===== src/rtl/sram_pkg.sv =====
// Shared defaults and FSM encoding for the two-port SRAM arbiter.
package sram_pkg;

  localparam int ADDR_W_DEF = 19;
  localparam int DATA_W_DEF = 16;

  typedef enum logic [1:0] {
    IDLE = 2'd0,
    ACC  = 2'd1,
    DONE = 2'd2
  } state_t;

endpackage


===== src/rtl/sram_arb_rr.sv =====
// Two-way round-robin picker: one-hot winner from the request pair and the
// index of the port granted last time.
module sram_arb_rr (
  input  logic [1:0] req,
  input  logic       last,
  output logic [1:0] win
);

  // A sole requester wins; on a tie the port not granted last wins.
  always_comb begin
    win = 2'b00;
    case (req)
      2'b01:   win = 2'b01;
      2'b10:   win = 2'b10;
      2'b11:   win = last ? 2'b01 : 2'b10;
      default: win = 2'b00;
    endcase
  end

endmodule


===== src/rtl/sram_arb.sv =====
// Two-port arbiter in front of a single SRAM controller. Each transaction is
// IDLE (grant) -> ACC (N controller cycles) -> DONE (one-cycle ack).
module sram_arb
  import sram_pkg::*;
#(
  parameter int ADDR_W    = ADDR_W_DEF,
  parameter int DATA_W    = DATA_W_DEF,
  parameter int WR_CYCLES = 2,
  parameter int RD_CYCLES = 2
) (
  input  logic              clk,
  input  logic              rst,
  input  logic              req0,
  input  logic              we0,
  input  logic [ADDR_W-1:0] addr0,
  input  logic [DATA_W-1:0] wdata0,
  output logic              ack0,
  input  logic              req1,
  input  logic              we1,
  input  logic [ADDR_W-1:0] addr1,
  input  logic [DATA_W-1:0] wdata1,
  output logic              ack1,
  output logic [DATA_W-1:0] rdata,
  output logic [1:0]        gnt,
  output logic              busy,
  output logic              ctrl_en,
  output logic              ctrl_write,
  output logic              ctrl_read,
  output logic [ADDR_W-1:0] ctrl_addr,
  output logic [DATA_W-1:0] ctrl_wdata,
  input  logic [DATA_W-1:0] ctrl_rdata
);

  localparam int MAX_CYC = (WR_CYCLES > RD_CYCLES) ? WR_CYCLES : RD_CYCLES;
  localparam int CNT_W   = (MAX_CYC > 1) ? $clog2(MAX_CYC) : 1;

  state_t              state_q, state_d;
  logic [CNT_W-1:0]    cnt_q, cnt_d;
  logic [1:0]          gnt_q, gnt_d;
  logic                last_q, last_d;
  logic                we_q, we_d;
  logic [ADDR_W-1:0]   addr_q, addr_d;
  logic [DATA_W-1:0]   wdata_q, wdata_d;
  logic [DATA_W-1:0]   rdata_q, rdata_d;
  logic [1:0]          win;
  logic [CNT_W-1:0]    cnt_end;

  sram_arb_rr u_rr (
    .req  ({req1, req0}),
    .last (last_q),
    .win  (win)
  );

  // Final ACC count depends on the registered operation type.
  assign cnt_end = we_q ? CNT_W'(WR_CYCLES - 1) : CNT_W'(RD_CYCLES - 1);

  // State register and transaction latches; reset aborts any transaction.
  always_ff @(posedge clk or posedge rst) begin
    if (rst) begin
      state_q <= IDLE;
      cnt_q   <= '0;
      gnt_q   <= 2'b00;
      last_q  <= 1'b1;
      we_q    <= 1'b0;
      addr_q  <= '0;
      wdata_q <= '0;
      rdata_q <= '0;
    end else begin
      state_q <= state_d;
      cnt_q   <= cnt_d;
      gnt_q   <= gnt_d;
      last_q  <= last_d;
      we_q    <= we_d;
      addr_q  <= addr_d;
      wdata_q <= wdata_d;
      rdata_q <= rdata_d;
    end
  end

  // Next-state logic: grant and latch in IDLE, count in ACC, ack in DONE.
  always_comb begin
    state_d = state_q;
    cnt_d   = cnt_q;
    gnt_d   = gnt_q;
    last_d  = last_q;
    we_d    = we_q;
    addr_d  = addr_q;
    wdata_d = wdata_q;
    rdata_d = rdata_q;
    case (state_q)
      IDLE: begin
        if (req0 || req1) begin
          state_d = ACC;
          cnt_d   = '0;
          gnt_d   = win;
          last_d  = win[1];
          we_d    = win[1] ? we1    : we0;
          addr_d  = win[1] ? addr1  : addr0;
          wdata_d = win[1] ? wdata1 : wdata0;
        end
      end
      ACC: begin
        if (cnt_q == cnt_end) begin
          state_d = DONE;
          if (!we_q) begin
            rdata_d = ctrl_rdata;
          end
        end else begin
          cnt_d = cnt_q + 1'b1;
        end
      end
      DONE: begin
        state_d = IDLE;
        gnt_d   = 2'b00;
      end
      default: begin
        state_d = IDLE;
        gnt_d   = 2'b00;
      end
    endcase
  end

  assign gnt        = gnt_q;
  assign busy       = (state_q != IDLE);
  assign ack0       = (state_q == DONE) && gnt_q[0];
  assign ack1       = (state_q == DONE) && gnt_q[1];
  assign rdata      = rdata_q;
  assign ctrl_en    = (state_q == ACC);
  assign ctrl_write = (state_q == ACC) && we_q;
  assign ctrl_read  = (state_q == ACC) && !we_q;
  assign ctrl_addr  = addr_q;
  assign ctrl_wdata = wdata_q;

endmodule


===== config.mk =====
export PLATFORM = sky130hd
export DESIGN_NAME = sram_arb
export DESIGN_NICKNAME = d
export VERILOG_FILES = /design/src/rtl/sram_pkg.sv /design/src/rtl/sram_arb_rr.sv /design/src/rtl/sram_arb.sv
export SDC_FILE = /design/constraint.sdc
export NUM_CORES = 1
export LEC_CHECK = 0
export ABC_AREA = 1
export BUFFER_PORTS_ARGS = -buffer_cell sky130_fd_sc_hd__clkbuf_2
export CORE_MARGIN = 1
export CORE_UTILIZATION = 40
export CTS_CLUSTER_DIAMETER = 200
export DETAILED_ROUTE_END_ITERATION = 8
export GPL_TIMING_DRIVEN = 1
export PLACE_DENSITY_LB_ADDON = 0.25
export SYNTH_ARGS = -nofsm -noshare
export SYNTH_HDL_FRONTEND = slang
export SYNTH_SLANG_ARGS = --single-unit
export TNS_END_PERCENT = 1

===== constraint.sdc =====
create_clock -name clk -period 3.3 [get_ports clk]
set_clock_uncertainty 0.15 [all_clocks]
set_input_delay 0.165 -clock clk [delete_from_list [all_inputs] [get_ports clk]]
set_output_delay 0.165 -clock clk [all_outputs]
set_load 0.05 [all_outputs]

Word level (Yosys, flattened, before mapping)
Index checks and enable logic that the tools add are counted.
Widths: inputs -> output; s select.
{ "classes": {"addsub": 1, "eq_ne": 7, "n_mux": 13, "bitwise_logic": 2, "reduce_logical": 14} }
{ "ops": {"columns": ["op", "n"], "rows": [
  ["$mux 19", 1],
  ["$mux 16", 1],
  ["$mux 2", 4],
  ["$pmux 2 s2", 2],
  ["$reduce_and 2->1", 4],
  ["$eq 2x2->1 const B", 3],
  ["$pmux 2 s3", 1],
  ["$eq 2x1->1 const B", 2],
  ["$logic_and 1x1->1", 4],
  ["$reduce_bool 2->1", 2],
  ["$mux 1", 3],
  ["$reduce_and 3->1", 1],
  ["$logic_not 2->1", 1],
  ["$ne 2x1->1 const B", 1],
  ["$ne 2x2->1 const B", 1],
  ["$not 1->1", 2],
  ["$pmux 1 s2", 1],
  ["$add 1x1->1 const B", 1],
  ["$logic_not 1->1", 1],
  ["$logic_or 1x1->1", 1]
]} }
{ "totals": {"regBits": 58, "input_bits": 92, "out_inout_bits": 59, "elab_cells": 45} }

Logic depth before layout (Yosys ltp)
{ "depth": {"word_depth": 4, "mapped_depth": 8} }

By module
From an unflattened synthesis, not the netlist that was laid out.
{ "unflattened": {"hier_cells": 380, "area_unflattened_um2": 2788.9} }
{ "modules_own_cells": {"columns": ["module", "instances", "cells_per_inst", "area_per_inst_um2", "seq_area_each_um2"], "rows": [
  ["sram_arb", 1, 375, 2767.7, 1452.6],
  ["sram_arb_rr", 1, 5, 21.3, 0.0]
]} }

Worst setup path before layout
OpenSTA, ideal clock, no wires.
{ "synth_path": {"path_type": "register -> register", "start": "register state_q[0]", "end": "register addr_q[10], in the netlist ctrl_addr[10]", "setup_ps": 118, "arrival_time_ps": 1280, "required_ps": 3032, "path_slack_ps": 1753, "path_stages_with_launch": 9, "period_less_slack_ps": 1547, "cell_sequence": "dfrtp_1 inv_1 nand2_2 nor2_2 inv_2 buf_2 buf_6 nand2_1 nand2_1"} }
{ "synth_via": {"elab_chain_cells": 2} }
{ "synth_rtl": {"columns": ["item", "line", "text"], "rows": [
  ["start: declaration", "sram_arb.sv:37", "state_t state_q, state_d;"],
  ["start signal: assignment", "sram_arb.sv:69", "state_q <= state_d;"],
  ["$logic_not 2->1", "sram_arb.sv:90", "case (state_q)"],
  ["$reduce_and 2->1 (no source line)", null, null],
  ["end signal: assignment", "sram_arb.sv:74", "addr_q <= addr_d;"],
  ["end: declaration", "sram_arb.sv:42", "logic [ADDR_W-1:0] addr_q, addr_d;"]
]} }
No other way between the ends.
A chain may end at the register's enable or synchronous reset.

Final worst setup path
{ "layout_path": {"start": "register last_q", "end": "register addr_q[4], in the netlist ctrl_addr[4]"} }
{ "layout_via": {"elab_chain_cells": 3} }
{ "layout_rtl": {"columns": ["item", "line", "text"], "rows": [
  ["start: declaration", "sram_arb.sv:40", "logic last_q, last_d;"],
  ["start signal: assignment", "sram_arb.sv:72", "last_q <= last_d;"],
  ["$mux 2", "sram_arb_rr.sv:15", "2'b11: win = last ? 2'b01 : 2'b10;"],
  ["$pmux 2 s3", "sram_arb_rr.sv:12", "case (req)"],
  ["$mux 19", "sram_arb.sv:98", "addr_d = win[1] ? addr1 : addr0;"]
]} }
No other way between the ends.

==> flow_summary.toml <==
[detailed_routing]
wl_per_cell_um = 12.1
firstDrtPassIters = 4
vias_per_cell = 4.52
vias = 3249
drc_errors = 0
drt_wl_total_mm = 8.69
drtAntennaViolNets = 0
drtIter0Drc = 133

[worst_setup_path]
worst-setup-path-type = "flop to flop"
cp_data_required_time_ps = 3370
critPathLaunchType = "flop"
endpoint_kind = "flop"
crit_fanout = 23
worstPathArrival_ps = 2440

[place]
placed_cell_area_um2 = 3760
dp_hpwl_mm = 5.52
io_buffers = 150
place_ws_ps = 1500
gp_congestion = 0.775

[job]
drv_cap = 0

[cts]
postCtsHoldBufs = 57
cts_resized = 0
cts_tree = "built"
cts_root_buffer = "clkbuf_8"
path_clk_slew_ps = 60
postCtsSetupBuffers = 0
clkLatencyLatePin_ps = 330
clockBufferDepth = 2
cts_made_buffers = 9
cts_max_level = 3
numClockSinks = 58

[die]
die_w_um = 88.4
ios = 151
start_util = 0.414
die_y_um = 88.4
num_rows = 31
fp.coreArea_um2 = 7210
dieArea_um2 = 7810

[timing]
min_period_ps = 2370
slew_violations = 0
setup_tns_ps = 0
hold_viol_final = 0
period_share = 0.717
rsz0062_at_grt = "no"
hold_ws_ps = 19.3
tightest_slew_ps = 667
maxClockFrequency_mhz = 422
max-slew-margin-rel = 0.555
timing.final.ws_setup_ps = 933
setup_viol = 0

[power_and_ir_drop]
p_sw_w = 0.00257
leakagePower_nw = 2.76
clkPwrFrac = 0.124
ir_worst_vdd_mv = 0.497
p_int_w = 0.00203
power_density_nw_per_um2 = 1020
fin_total_pwr_w = 0.00460
power.share.sequential = 0.286
power_frac_comb = 0.590
switching_share = 0.559

[cells_and_area]
multi_input_area_um2 = 1080
final_net_count = 707
antennaDiodeCount = 0
drive_above_1_share = 0.282
design_area_um2 = 4500
area_growth_pct = 50.7
register_area_um2 = 1450
fill_cells = 641

[synthesis]
ys_warn_count = 0
ys.flop_type = "dfrtp_1"
netlist_instances = 415
synth-seq-cells = 58
synthArstFlopShare = 1.00
synth_cell_types = 15
synth_area_um2 = 2980
ys_seq_area_frac = 0.487
avgSynthCellArea_um2 = 7.19
syn_nets = 507
synth_edf_count = 0

[global_route]
grt_max_degree = 40
overflow = 0
grt_usage = 0.228
grt_pass1_vias = 3064
grt_first_pass_wirelength_mm = 13.5
antenna_found_initial = 0

[status]
status = "complete, no violations"

[min_path]
hp-class = "input pin to flop"
worst max-delay path: stages, from the launching register on:
cell and delay [ps]:
dfstp_2 530, nand2_1 60, nand2_1 360, buf_4 360, nand2_1 80, nand3_1 80, dlygate4sd3_1 570, nand2_1 50
power groups by stage:
stage,combinational (W),sequential (W),clock (W)
floorplan,0.000977,0.00239,0
global placement,0.00259,0.00131,0
detailed placement,0.00263,0.00132,0
CTS,0.00271,0.00131,0.000596
global route,0.00292,0.00136,0.000625
finish,0.00271,0.00131,0.000570
cells in the mapped netlist, types with 3 or more instances:
library cell  count  share of area
nand2_1         149           0.19
nand3_1          91           0.15
buf_6             4          0.015
inv_1            80           0.10
clkbuf_1          3         0.0038
buf_2            13          0.022
buf_4             3         0.0075
nand2_2           3         0.0063
dfrtp_1          57           0.48
nor2_1            3         0.0038
logic make-up (layout without fill, tap and decap cells):
| kind of cell | count (synthesis) | in the layout | share of synthesized area |
|---|---|---|---|
| simple gates | 250 | 250 | 0.358 |
| buf+inv | 105 | 310 | 0.151 |
| flops | 58 | 58 | 0.487 |
| compound gates | 2 | 2 | 0.00335 |
layout by cell type, fill, tap and decap left out, drive strengths merged:
cell type    instances
and3                 2
inv                 82
nand3               91
dfrtp               57
dlygate4sd3         57
nor2                 5
buf                  5
o21ai                2
clkbuf             166
dfstp                1
nand2              152
path summary, 6_finish.rpt:
path / from / endpoint / slack, ps / cells past startpoint
max: last_q / ctrl_addr[4] / 930 / 7
max reg2reg: last_q / ctrl_addr[4] / 930 / 7
min in group asynchronous: rst / ctrl_wdata[2] / 300 / 3
min: addr1[0] / ctrl_addr[0] / 20 / 5
max in group asynchronous: rst / last_q / 1840 / 4
min reg2reg: rdata[10] / rdata[10] / 320 / 2
cell type report:
| cell class | count | share of cell area |
|---|---|---|
| Clock buffer | 16 | 0.0378 |
| Inverter | 82 | 0.0684 |
| Multi-Input combinational cell | 252 | 0.241 |
| Sequential cell | 58 | 0.323 |
| Tap cell | 99 | 0.0275 |
| Timing Repair Buffer | 212 | 0.302 |
sequential cells by signal (all words and copies together) (netlist names):
name	count
cnt_q	1
ctrl_addr	19
ctrl_wdata	16
gnt	2
last_q	1
rdata	16
state_q	2
we_q	1
metal layers:
layer,up-vias,track usage,wire [µm]
li1,1640,-,-
met1,1472,0.269,3570
met2,121,0.388,4360
met3,16,0.0709,576
met4,0,0.0865,183
met5,-,0,0
per-stage QoR:
step / instances / util
2_1_floorplan: 415 / -
3_3_place_gp: 646 / 0.521
3_5_place_dp: 646 / 0.521
4_1_cts: 719 / 0.623
5_1_grt: 719 / 0.623
6_report: 719 / 0.623
Note: power is estimated with default switching activity, not from simulation.
